### src/rtl/fx_ctrl_pkg.sv
// Shared types and constants for the effects parameter controller.
package fx_ctrl_pkg;

  typedef enum logic [1:0] {
    IDLE,
    HOLD,
    REPEAT
  } key_fsm_e;

  localparam int KEY_DOWN  = 0;
  localparam int KEY_UP    = 1;
  localparam int LED_BAR_N = 9;

endpackage

### src/rtl/fx_param_ctrl_if.sv
// Board-side bundle of fx_param_ctrl: raw key/switch/tick inputs and committed outputs.
interface fx_param_ctrl_if #(
  parameter int gain_w = 10
);
  logic [1:0]        i_key_n;
  logic              i_sw_bypass;
  logic              i_sample_tick;
  logic [gain_w-1:0] o_par_gain;
  logic              o_bypass;
  logic              o_gain_changed;
  logic [9:0]        o_led;

  modport master (
    output i_key_n, i_sw_bypass, i_sample_tick,
    input  o_par_gain, o_bypass, o_gain_changed, o_led
  );

  modport slave (
    input  i_key_n, i_sw_bypass, i_sample_tick,
    output o_par_gain, o_bypass, o_gain_changed, o_led
  );
endinterface

### src/rtl/key_debounce_repeat.sv
// One push key: 2-FF synchroniser, stability debounce and hold/auto-repeat FSM.
// o_step is a 1-cycle pulse per press and per auto-repeat interval.
module key_debounce_repeat
  import fx_ctrl_pkg::*;
#(
  parameter int debounce_cyc      = 500_000,
  parameter int repeat_delay_cyc  = 25_000_000,
  parameter int repeat_period_cyc = 5_000_000
) (
  input  logic clk,
  input  logic rst,
  input  logic i_key_n,
  output logic o_step
);
  localparam int DW   = $clog2(debounce_cyc + 1);
  localparam int RMAX = (repeat_delay_cyc > repeat_period_cyc) ? repeat_delay_cyc : repeat_period_cyc;
  localparam int RW   = $clog2(RMAX + 1);
  localparam logic [DW-1:0] DB_LAST     = DW'(debounce_cyc - 1);
  localparam logic [RW-1:0] DELAY_LAST  = RW'(repeat_delay_cyc - 1);
  localparam logic [RW-1:0] PERIOD_LAST = RW'(repeat_period_cyc - 1);

  logic          sync1_q, sync2_q, stable_q;
  logic [DW-1:0] db_cnt_q;
  key_fsm_e      state_q, state_d;
  logic [RW-1:0] rep_cnt_q, rep_cnt_d;
  logic          pressed;

  // Stable level flips after debounce_cyc consecutive cycles of disagreement.
  always_ff @(posedge clk) begin
    if (rst) begin
      sync1_q  <= 1'b1;
      sync2_q  <= 1'b1;
      stable_q <= 1'b1;
      db_cnt_q <= '0;
    end else begin
      sync1_q <= i_key_n;
      sync2_q <= sync1_q;
      if (sync2_q == stable_q) begin
        db_cnt_q <= '0;
      end else if (db_cnt_q == DB_LAST) begin
        stable_q <= sync2_q;
        db_cnt_q <= '0;
      end else begin
        db_cnt_q <= db_cnt_q + DW'(1);
      end
    end
  end

  assign pressed = ~stable_q;

  always_ff @(posedge clk) begin
    if (rst) begin
      state_q   <= IDLE;
      rep_cnt_q <= '0;
    end else begin
      state_q   <= state_d;
      rep_cnt_q <= rep_cnt_d;
    end
  end

  always_comb begin
    state_d   = state_q;
    rep_cnt_d = rep_cnt_q + RW'(1);
    case (state_q)
      IDLE: begin
        rep_cnt_d = '0;
        if (pressed) state_d = HOLD;
      end
      HOLD: begin
        if (!pressed) begin
          state_d   = IDLE;
          rep_cnt_d = '0;
        end else if (rep_cnt_q == DELAY_LAST) begin
          state_d   = REPEAT;
          rep_cnt_d = '0;
        end
      end
      REPEAT: begin
        if (!pressed || rep_cnt_q == PERIOD_LAST) begin
          state_d   = pressed ? REPEAT : IDLE;
          rep_cnt_d = '0;
        end
      end
      default: begin
        state_d   = IDLE;
        rep_cnt_d = '0;
      end
    endcase
  end

  // A release seen in the same cycle suppresses the step.
  always_comb begin
    o_step = 1'b0;
    case (state_q)
      IDLE:    o_step = pressed;
      HOLD:    o_step = pressed && (rep_cnt_q == DELAY_LAST);
      REPEAT:  o_step = pressed && (rep_cnt_q == PERIOD_LAST);
      default: o_step = 1'b0;
    endcase
  end
endmodule

### src/rtl/fx_param_ctrl.sv
// Gain/bypass runtime controller: saturating gain stepping from two keys,
// sample-aligned commit of gain and bypass, and LED bar decode.
module fx_param_ctrl
  import fx_ctrl_pkg::*;
#(
  parameter int gain_w            = 10,
  parameter int gain_default      = 256,
  parameter int gain_min          = 0,
  parameter int gain_max          = 1023,
  parameter int gain_step         = 16,
  parameter int debounce_cyc      = 500_000,
  parameter int repeat_delay_cyc  = 25_000_000,
  parameter int repeat_period_cyc = 5_000_000
) (
  input logic            clk,
  input logic            rst,
  fx_param_ctrl_if.slave bus
);
  localparam logic [gain_w:0]   STEP_X    = (gain_w + 1)'(gain_step);
  localparam logic [gain_w:0]   MIN_X     = (gain_w + 1)'(gain_min);
  localparam logic [gain_w:0]   MAX_X     = (gain_w + 1)'(gain_max);
  localparam logic [gain_w-1:0] DEFAULT_G = gain_w'(gain_default);
  localparam int                LVL_SH    = gain_w - 4;
  localparam logic [3:0]        BAR_N     = 4'(LED_BAR_N);

  logic [1:0]           step;
  logic                 byp_s1_q, byp_s2_q;
  logic [gain_w-1:0]    gain_nxt_q, gain_nxt_d, par_gain_q;
  logic                 bypass_q, changed_q;
  logic [gain_w:0]      gain_x, up_x, down_x;
  logic [3:0]           level_raw, level;
  logic [LED_BAR_N-1:0] led_bar;

  generate
    for (genvar gi = 0; gi < 2; gi++) begin : g_key
      key_debounce_repeat #(
        .debounce_cyc     (debounce_cyc),
        .repeat_delay_cyc (repeat_delay_cyc),
        .repeat_period_cyc(repeat_period_cyc)
      ) u_key (
        .clk    (clk),
        .rst    (rst),
        .i_key_n(bus.i_key_n[gi]),
        .o_step (step[gi])
      );
    end
  endgenerate

  // One extra bit of headroom keeps both saturating directions free of wrap.
  always_comb begin
    gain_x = {1'b0, gain_nxt_q};
    up_x   = gain_x + STEP_X;
    if (up_x > MAX_X) up_x = MAX_X;
    down_x = (gain_x < MIN_X + STEP_X) ? MIN_X : gain_x - STEP_X;
    gain_nxt_d = gain_nxt_q;
    if (step[KEY_UP] && step[KEY_DOWN]) gain_nxt_d = DEFAULT_G;
    else if (step[KEY_UP])              gain_nxt_d = up_x[gain_w-1:0];
    else if (step[KEY_DOWN])            gain_nxt_d = down_x[gain_w-1:0];
  end

  always_ff @(posedge clk) begin
    if (rst) begin
      byp_s1_q   <= 1'b0;
      byp_s2_q   <= 1'b0;
      gain_nxt_q <= DEFAULT_G;
      par_gain_q <= DEFAULT_G;
      bypass_q   <= 1'b0;
      changed_q  <= 1'b0;
    end else begin
      byp_s1_q   <= bus.i_sw_bypass;
      byp_s2_q   <= byp_s1_q;
      gain_nxt_q <= gain_nxt_d;
      changed_q  <= 1'b0;
      if (bus.i_sample_tick) begin
        par_gain_q <= gain_nxt_q;
        bypass_q   <= byp_s2_q;
        changed_q  <= (gain_nxt_q != par_gain_q);
      end
    end
  end

  assign level_raw = 4'(par_gain_q >> LVL_SH);
  assign level     = (level_raw > BAR_N) ? BAR_N : level_raw;

  generate
    for (genvar gi = 0; gi < LED_BAR_N; gi++) begin : g_led
      assign led_bar[gi] = (level > 4'(gi));
    end
  endgenerate

  assign bus.o_par_gain     = par_gain_q;
  assign bus.o_bypass       = bypass_q;
  assign bus.o_gain_changed = changed_q;
  assign bus.o_led          = {bypass_q, led_bar};
endmodule

### src/flat_wrapper.sv
// flat-port wrapper written by rule: the top's interface ports become plain ports
module fx_param_ctrl_flat import fx_ctrl_pkg::*;
#(
  parameter int gain_w            = 10,
  parameter int gain_default      = 256,
  parameter int gain_min          = 0,
  parameter int gain_max          = 1023,
  parameter int gain_step         = 16,
  parameter int debounce_cyc      = 500_000,
  parameter int repeat_delay_cyc  = 25_000_000,
  parameter int repeat_period_cyc = 5_000_000
)
  (clk, rst, bus_i_key_n, bus_i_sw_bypass, bus_i_sample_tick, bus_o_par_gain, bus_o_bypass, bus_o_gain_changed, bus_o_led);
  fx_param_ctrl_if #(.gain_w(gain_w)) bus_i ();
  input logic clk;
  input logic rst;
  input wire logic [$bits(bus_i.i_key_n)-1:0] bus_i_key_n;
  input wire logic [$bits(bus_i.i_sw_bypass)-1:0] bus_i_sw_bypass;
  input wire logic [$bits(bus_i.i_sample_tick)-1:0] bus_i_sample_tick;
  output wire logic [$bits(bus_i.o_par_gain)-1:0] bus_o_par_gain;
  output wire logic [$bits(bus_i.o_bypass)-1:0] bus_o_bypass;
  output wire logic [$bits(bus_i.o_gain_changed)-1:0] bus_o_gain_changed;
  output wire logic [$bits(bus_i.o_led)-1:0] bus_o_led;
  assign bus_i.i_key_n = bus_i_key_n;
  assign bus_i.i_sw_bypass = bus_i_sw_bypass;
  assign bus_i.i_sample_tick = bus_i_sample_tick;
  assign bus_o_par_gain = bus_i.o_par_gain;
  assign bus_o_bypass = bus_i.o_bypass;
  assign bus_o_gain_changed = bus_i.o_gain_changed;
  assign bus_o_led = bus_i.o_led;
  fx_param_ctrl #(.gain_w(gain_w), .gain_default(gain_default), .gain_min(gain_min), .gain_max(gain_max), .gain_step(gain_step), .debounce_cyc(debounce_cyc), .repeat_delay_cyc(repeat_delay_cyc), .repeat_period_cyc(repeat_period_cyc)) u_core (.clk(clk), .rst(rst), .bus(bus_i));
endmodule
### config.mk
export PLATFORM = sky130hd
export DESIGN_NAME = fx_param_ctrl_flat
export DESIGN_NICKNAME = d
export VERILOG_FILES = /design/src/rtl/fx_ctrl_pkg.sv /design/src/rtl/fx_param_ctrl_if.sv /design/src/rtl/key_debounce_repeat.sv /design/src/rtl/fx_param_ctrl.sv /design/src/flat_wrapper.sv
export SDC_FILE = /design/constraint.sdc
export NUM_CORES = 1
export LEC_CHECK = 0
export ABC_AREA = 1
export BUFFER_PORTS_ARGS = -buffer_cell sky130_fd_sc_hd__buf_2
export CELL_PAD_IN_SITES_DETAIL_PLACEMENT = 0
export CELL_PAD_IN_SITES_GLOBAL_PLACEMENT = 1
export CORE_MARGIN = 8
export CORE_UTILIZATION = 35
export DETAILED_ROUTE_END_ITERATION = 10
export PLACE_DENSITY_LB_ADDON = 0.12
export SLEW_MARGIN = 5
export SYNTH_ARGS = -nofsm -noshare
export SYNTH_HDL_FRONTEND = slang
export SYNTH_SLANG_ARGS = --single-unit
### constraint.sdc
create_clock -name clk -period 2.56 [get_ports clk]
set_input_delay 0.256 -clock clk [delete_from_list [all_inputs] [get_ports clk]]
set_output_delay 0.256 -clock clk [all_outputs]
set_load 0.05 [all_outputs]
==> flow_summary.toml, run 1 <==
[global_route]
grt_pass1_wl_um = 24400
grt_max_degree = 26
track_usage_pct = 13.4
globalRouteOverflowTotal = 0
antenna_found_initial = 0
grt_pass1_vias = 5256

[critical_path]
critPathTopFamily = "simple AND/OR/NAND/NOR gates"
path_cells = "ha_1, nand2_1, nor2_4, nand2_1, nor2_1, nand2_1, nand2_1, nand3_1, nand2_1, nand2_2, nand2_1, inv_1, nand2_1, nand3b_1"
max_stage_delay_ns = 0.35
arrival_ns = 2.27
crit_top_cell = "nand2_1"
slowest_stage = "dfxtp_1"
cp-end-kind = "flip-flop"
critPathBufInv = 1
crit_required_ns = 2.85
worstSetupStartpointType = "flip-flop"
path_class = "flip-flop to flip-flop"
critPathMaxFanout = 6

[sta]
skew_ns = 0.0100
fmax_mhz = 506
fin_setup_tns_ns = 0
setup_viol_count_final = 0
hold_viol = 0
maxSlewHeadroom_pct = 67.3
finalMaxSlewViolations = 0
period_share_pct = 77.2
setup_ws_ns = 0.584
post-route-min-period_ns = 1.98
worst_pin_slew_ns = 0.486
grt_setup_unrepaired = "false"

[yosys]
synth-compound-area-share_pct = 7.38
async_flop_share_pct = 0
synth_edf_count = 0
synthAdderAreaFrac_pct = 3.07
synth_flop_cell = "dfxtp_1"
synthCells = 870
ys_seq_elements = 116
synth_nets = 891
synth-simple-area-share_pct = 36.3
yosys_warnings = 0
synth_area_per_cell_um2 = 7.04
synthMuxAreaShare_pct = 0
synthDistinctLibCells = 40
synthXorXnorAreaFrac_pct = 5.87
yosysSeqAreaShare_pct = 37.9
syn-cell-area_um2 = 6120
synth_top_family_by_area = "simple AND/OR/NAND/NOR gates"

[routing]
drtPass1Iterations = 5
dr_total_vias = 5405
drcViolationCount = 0
drtIter0Drc = 367
wire_per_inst_um = 12.1
drt_wl_total_um = 13900
drt.antenna.violating_nets = 0
vias_per_cell = 4.73

[flow_run]
drv_cap = 0

[floorplan]
core_area_um2 = 17200
io_pins = 28
die_h_um = 148
start_util_pct = 35.6
die_w_um = 148
die-area_um2 = 22000
rows = 48

[clocking]
path_clk_slew_ns = 0.06
clock_path_buffers = 2
cts_resized = 0
clk-insertion-delay-late_ns = 0.41
clkSinkCount = 116
cts_inserted_buffers = 17
htreeDepth = 4
ctsRootBufferMaster = "clkbuf_16"
cts_tree = "done"

[placed_design]
portBuffers = 27
dp_hpwl_um = 10400
dp_worst_setup_slack_ns = 0.556
place_congestion = 0.860

[status]
outcome = "finished, final reports clean"

[cells_and_area]
layout.nets = 926
nFillCells = 1868
final_core_util_pct = 41.2
antenna_cells = 0
synthToLayoutAreaGrowth_pct = 15.7
final_layout_size_suffix_gt1_share_pct = 11.8

[pwr]
leakage_uw = 0.00265
p_total_uw = 4350
powerDensity_nw_per_um2 = 614
ir_drop_v = 0.000464

[hold_path]
hp-class = "input pin to flip-flop"
==> worst register-to-register path, cell delays in order, from the launching register on <==
cell and delay (ns):
dfxtp_1 0.35, ha_1 0.17, nand2_1 0.09, nor2_4 0.14, nand2_1 0.13, nor2_1 0.12
nand2_1 0.06, nand2_1 0.09, nand3_1 0.11, nand2_1 0.10, nand2_2 0.09, nand2_1 0.17
inv_1 0.10, nand2_1 0.06, nand3b_1 0.08
==> flip-flops by register name, indices dropped and copies added (netlist names) <==
| name | count |
|---|---|
| u_core.bus.o_bypass | 1 |
| u_core.g_key.u_key.sync1_q | 2 |
| u_core.bus.o_par_gain | 7 |
| u_core.g_key.u_key.db_cnt_q | 38 |
| u_core.byp_s2_q | 1 |
| u_core.g_key.u_key.sync2_q | 2 |
| u_core.g_key.u_key.stable_q | 2 |
| u_core.byp_s1_q | 1 |
| u_core.g_key.u_key.rep_cnt_q | 50 |
| u_core.gain_nxt_q | 7 |
| u_core.bus.o_gain_changed | 1 |
| u_core.g_key.u_key.state_q | 4 |
==> final timing paths <==
check	startpoint	end	slack [ns]	cells after the start
worst max-delay path	u_core.g_key[0].u_key.rep_cnt_q[0]	u_core.gain_nxt_q[8]	0.58	14
worst min register to register	u_core.byp_s1_q	u_core.byp_s2_q	0.41	2
worst min-delay path	bus_i_key_n[1]	u_core.g_key[1].u_key.sync1_q	0.04	2
worst max register to register	u_core.g_key[0].u_key.rep_cnt_q[0]	u_core.gain_nxt_q[8]	0.58	14
==> power breakdown <==
group,internal (µW),switching [µW]
clock network,1470,913
logic,34.1,109
registers,1820,11.7
total,3320,1030
==> cell usage after synthesis (3+ instances only) <==
master,number,area share (%)
nand2_1,158,9.7
nor2_1,137,8.4
inv_1,125,7.7
dfxtp_1,116,38
nand3_1,51,4.2
nor3_1,43,3.5
a21oi_1,36,2.9
o21ai_0,27,2.2
nand4_1,22,2.2
xor2_1,22,3.1
xnor2_1,19,2.7
ha_1,15,3.1
nor3b_1,10,1.2
nor4_1,8,0.82
buf_2,7,0.57
clkbuf_1,6,0.37
nand2_2,6,0.61
or2_2,6,0.61
a31oi_1,5,0.51
nor2_4,5,0.92
nor3_2,5,0.82
a211oi_1,4,0.49
buf_4,4,0.49
nor2_2,4,0.41
a21oi_2,3,0.43
inv_2,3,0.18
nand3_2,3,0.49
o21a_1,3,0.37
==> cell type report <==
type                            count  area, µm²  share of cell area (%)
Clock inverter                     14        151                    2.14
Clock buffer                       18        439                    6.20
Timing Repair Buffer               34        190                    2.68
Tap cell                          225        282                    3.97
Inverter                          128        480                    6.78
Multi-Input combinational cell    608       3220                    45.4
Sequential cell                   116       2320                    32.8
==> layout by cell type, fill, tap and decap left out, types with 6 or more instances in the layout <==
cell and instances:
a21oi_1 36, nor4_1 8, o21ai_0 27, or2_2 6, ha_1 15, nand2_2 6
buf_2 27, nand4_1 22, xor2_1 22, nand2_1 158, inv_1 125, clkbuf_16 17
nor2_1 137, dfxtp_1 116, xnor2_1 19, nor3_1 43, nor3b_1 10, buf_4 6
nand3_1 51
==> metal layers <==
layer,GRT usage [%],part of all wire [%]
met2,21.0,45
met3,3.25,3.4
met4,5.15,1.6
met5,0,0
met1,17.4,50
==> logic make-up (layout without fill, tap and decap cells) <==
logic type / Yosys count / after routing
buffers and inverters: 146 / 194
adders and majority gates: 15 / 15
DFF: 116 / 116
and+or+nand+nor: 470 / 470
AOI/OAI and AO/OA: 82 / 82
xor gates and xnor gates: 41 / 41
==> metrics by stage <==
step,hold WS (ns),instance area (µm²),cells
2_1_floorplan,0.360,6120,870
3_3_place_gp,0.405,6480,1110
3_5_place_dp,0.403,6480,1110
4_1_cts,0.0110,7080,1143
5_1_grt,0.0352,7080,1143
6_report,0.0363,7080,1143
==> repair_timing <==
| item | 4_1_cts | 5_1_grt |
|---|---|---|
| hold endpoints to repair | 1 | 0 |
| buffers inserted | 0 | 0 |
| hold buffers | 1 | 0 |
Note: power is estimated with default switching activity, not from simulation.
==> inputs of run 2 (changes only) <==
- ABC_AREA: 1 -> 0
- clock period: 2.56 -> 1.6 ns (I/O delays scaled with it)
==> run 2 against run 1 <==
  * The flow now finishes with violations (negative setup slack)
  * Non-clock buffer count increased by 174
  * Die area decreased by 7.5%
  * Fmax decreased by 12%
  * Register-to-register slack got worse by 1.2 ns
  * Utilization increased by 14 points
  * Area after synthesis decreased by 8.4%
  * Setup slack got worse by 1.2 ns
  * Global-route usage increased by 1.2 points
  * First-iteration DRC count decreased by 36%
  * Critical path type unchanged
  * Critical endpoint is now u_core.gain_nxt_q[6]
==> flow_summary.toml, run 2 <==
[status]
outcome = "finished, violations left"
failed_checks = "negative setup slack"

[global_route]
grt_pass1_vias = 5286
antenna_found_initial = 0
grt_pass1_wl_um = 24000
grt_max_degree = 25
track_usage_pct = 14.6
globalRouteOverflowTotal = 0

[sta]
worst_pin_slew_ns = 0.729
hold_ws_ns = 0.0503
post-route-min-period_ns = 2.23
grt_setup_unrepaired = "true"
fmax_mhz = 448
skew_ns = 0.00727
finalMaxSlewViolations = 0
period_share_pct = 140
setup_ws_ns = -0.632
hold_viol = 0
maxSlewHeadroom_pct = 51.3
setup_viol_count_final = 80

[cells_and_area]
regMostFlops = "u_core.g_key.u_key.rep_cnt_q"
antenna_cells = 0
layout_common_cells = "buf_4, dfxtp_1, nor2_1"
final_core_util_pct = 54.9
top_regs = "u_core.g_key.u_key.rep_cnt_q (50), u_core.g_key.u_key.db_cnt_q (38)"
layout.nets = 882
synthToLayoutAreaGrowth_pct = 54.5
final_common_cell = "buf_4"
final_layout_size_suffix_gt1_share_pct = 40.9
largest_reg_flops = 50

[clocking]
htreeDepth = 4
cts_inserted_buffers = 17
clkSinkCount = 116
path_clk_slew_ns = 0.05
clk-insertion-delay-late_ns = 0.41
clock_path_buffers = 2
ctsRootBufferMaster = "clkbuf_16"
cts_tree = "done"

[yosys]
synth_edf_count = 0
synth_area_leader_cell = "dfxtp_1"
synth.most_common_cell = "nor2_1"
synthDistinctLibCells = 64
synthCells = 663
synth_flop_cell = "dfxtp_1"
synth-simple-area-share_pct = 29.2
synthXorXnorAreaFrac_pct = 13.6
async_flop_share_pct = 0
yosys.area.top_type_share_pct = 41.4
yosysSeqAreaShare_pct = 41.4
yosys_warnings = 0
synthAdderAreaFrac_pct = 3.35
ys_top_cells_by_count = "nor2_1, dfxtp_1, xor2_1"
synth.area.top_cells = "dfxtp_1, xor2_1, nor2_1"
synth_area_per_cell_um2 = 8.46
syn-cell-area_um2 = 5610
synth_top_family_by_area = "simple AND/OR/NAND/NOR gates"
ys_seq_elements = 116
synth-compound-area-share_pct = 6.63
synthMuxAreaShare_pct = 1.99
synth_nets = 684

[routing]
drtPass1Iterations = 4
top_layer = "met4"
dr_total_vias = 5177
wl_met2_um = 7270
vias_per_cell = 4.75
drt_wl_total_um = 14600
drt.antenna.violating_nets = 0
drcViolationCount = 0
drt-met1-wl_um = 6640
wire_per_inst_um = 13.4
drtIter0Drc = 236
wl_met3_um = 425

[critical_path]
cp-end-kind = "flip-flop"
crit_required_ns = 1.92
worstSetupStartpointType = "flip-flop"
max_stage_delay_ns = 0.54
r2r_slack_ns = -0.63
path_class = "flip-flop to flip-flop"
slowest_stage = "or4b_4"
path_cells = "or4b_4, nor4_4, buf_4, nand3_4, a2bb2oi_4, buf_6, nor2_4, a32oi_1, o31ai_2"
arrival_ns = 2.55
critPathMaxFanout = 5

[placed_design]
place_congestion = 0.814
dp_hpwl_um = 9410
portBuffers = 27

[floorplan]
die_w_um = 143
start_util_pct = 35.6
die_h_um = 143
rows = 46
die-area_um2 = 20300
io_pins = 28
core_area_um2 = 15800

[pwr]
p_seq_share_pct = 42.0
p_clk_share_pct = 56.7
leakage_uw = 0.00338
swShare_pct = 19.6
powerDensity_nw_per_um2 = 797
ir_drop_v = 0.000710
power.switching_uw = 1350
p_int_uw = 5550
combPwrFrac_pct = 1.3

[flow_run]
drv_cap = 0

[hold_path]
hp-class = "input pin to flip-flop"
run 2: worst paths after layout:
| path | to | depth (start not counted) | start |
|---|---|---|---|
| max reg2reg | u_core.gain_nxt_q[6] | 9 | u_core.g_key[0].u_key.rep_cnt_q[6] |
| min | u_core.g_key[0].u_key.state_q[1] | 2 | rst |
| max | u_core.gain_nxt_q[6] | 9 | u_core.g_key[0].u_key.rep_cnt_q[6] |
| min reg2reg | u_core.g_key[1].u_key.sync2_q | 1 | u_core.g_key[1].u_key.sync1_q |
run 2: cell type report:
cell class | instances | area [µm²]
Clock buffer | 20 | 447
Timing Repair Buffer | 208 | 1700
Tap cell | 216 | 270
Inverter | 22 | 82.6
Fill cell | 1456 | 7110
Clock inverter | 11 | 159
Multi-Input combinational cell | 496 | 3650
Sequential cell | 116 | 2350
run 2: metrics by stage:
stage,TNS [ns],setup slack [ns],power (µW),cell area (µm²),cells
floorplan,-18.85,-0.537,3010,5730,663
global placement,-30.64,-0.645,3030,7150,1035
detailed placement,-31.62,-0.672,3030,7150,1035
CTS,-30.49,-0.604,7010,8240,1082
global route,-36.52,-0.729,7150,8660,1089
finish,-31.60,-0.632,6910,8660,1089
run 2: repair_timing:
item | CTS | global route
hold endpoints to repair | 3 | 0
cloned | 5 | 3
gates resized for setup | 68 | 103
buffers inserted | 9 | 12
hold buffers | 3 | 0
setup endpoints to repair | 85 | 103
pin swaps | 18 | 30
run 2: logic make-up after synthesis:
family | count (synthesis)
compound gates | 54
xor+xnor | 87
fa+ha+maj | 15
buf+inv | 51
flops | 116
mux | 11
simple gates | 329
run 2: metal layers:
metal	vias up	GRT usage [%]
li1	2646	-
met1	2455	16.9
met2	60	25.2
met3	16	4.09
met4	0	5.26
met5	-	0
run 2: power by group through the flow:
stage / sequential [µW] / combinational (µW) / clock [µW]
final: 2900 / 89.1 / 3920
after global routing: 2900 / 97.4 / 4160
after CTS: 2900 / 86.6 / 4020
after detailed placement: 2970 / 68.6 / 0
after global placement: 2960 / 68.1 / 0
after floorplan: 2970 / 43.8 / 0
run 2: critical path, delay by kind of cell (launching register included):
family,cells,cell delay [ns]
AO/OA/AOI/OAI,3,0.53
flip-flops,1,0.31
buffers and inverters,2,0.32
AND/OR/NAND/NOR,4,0.98
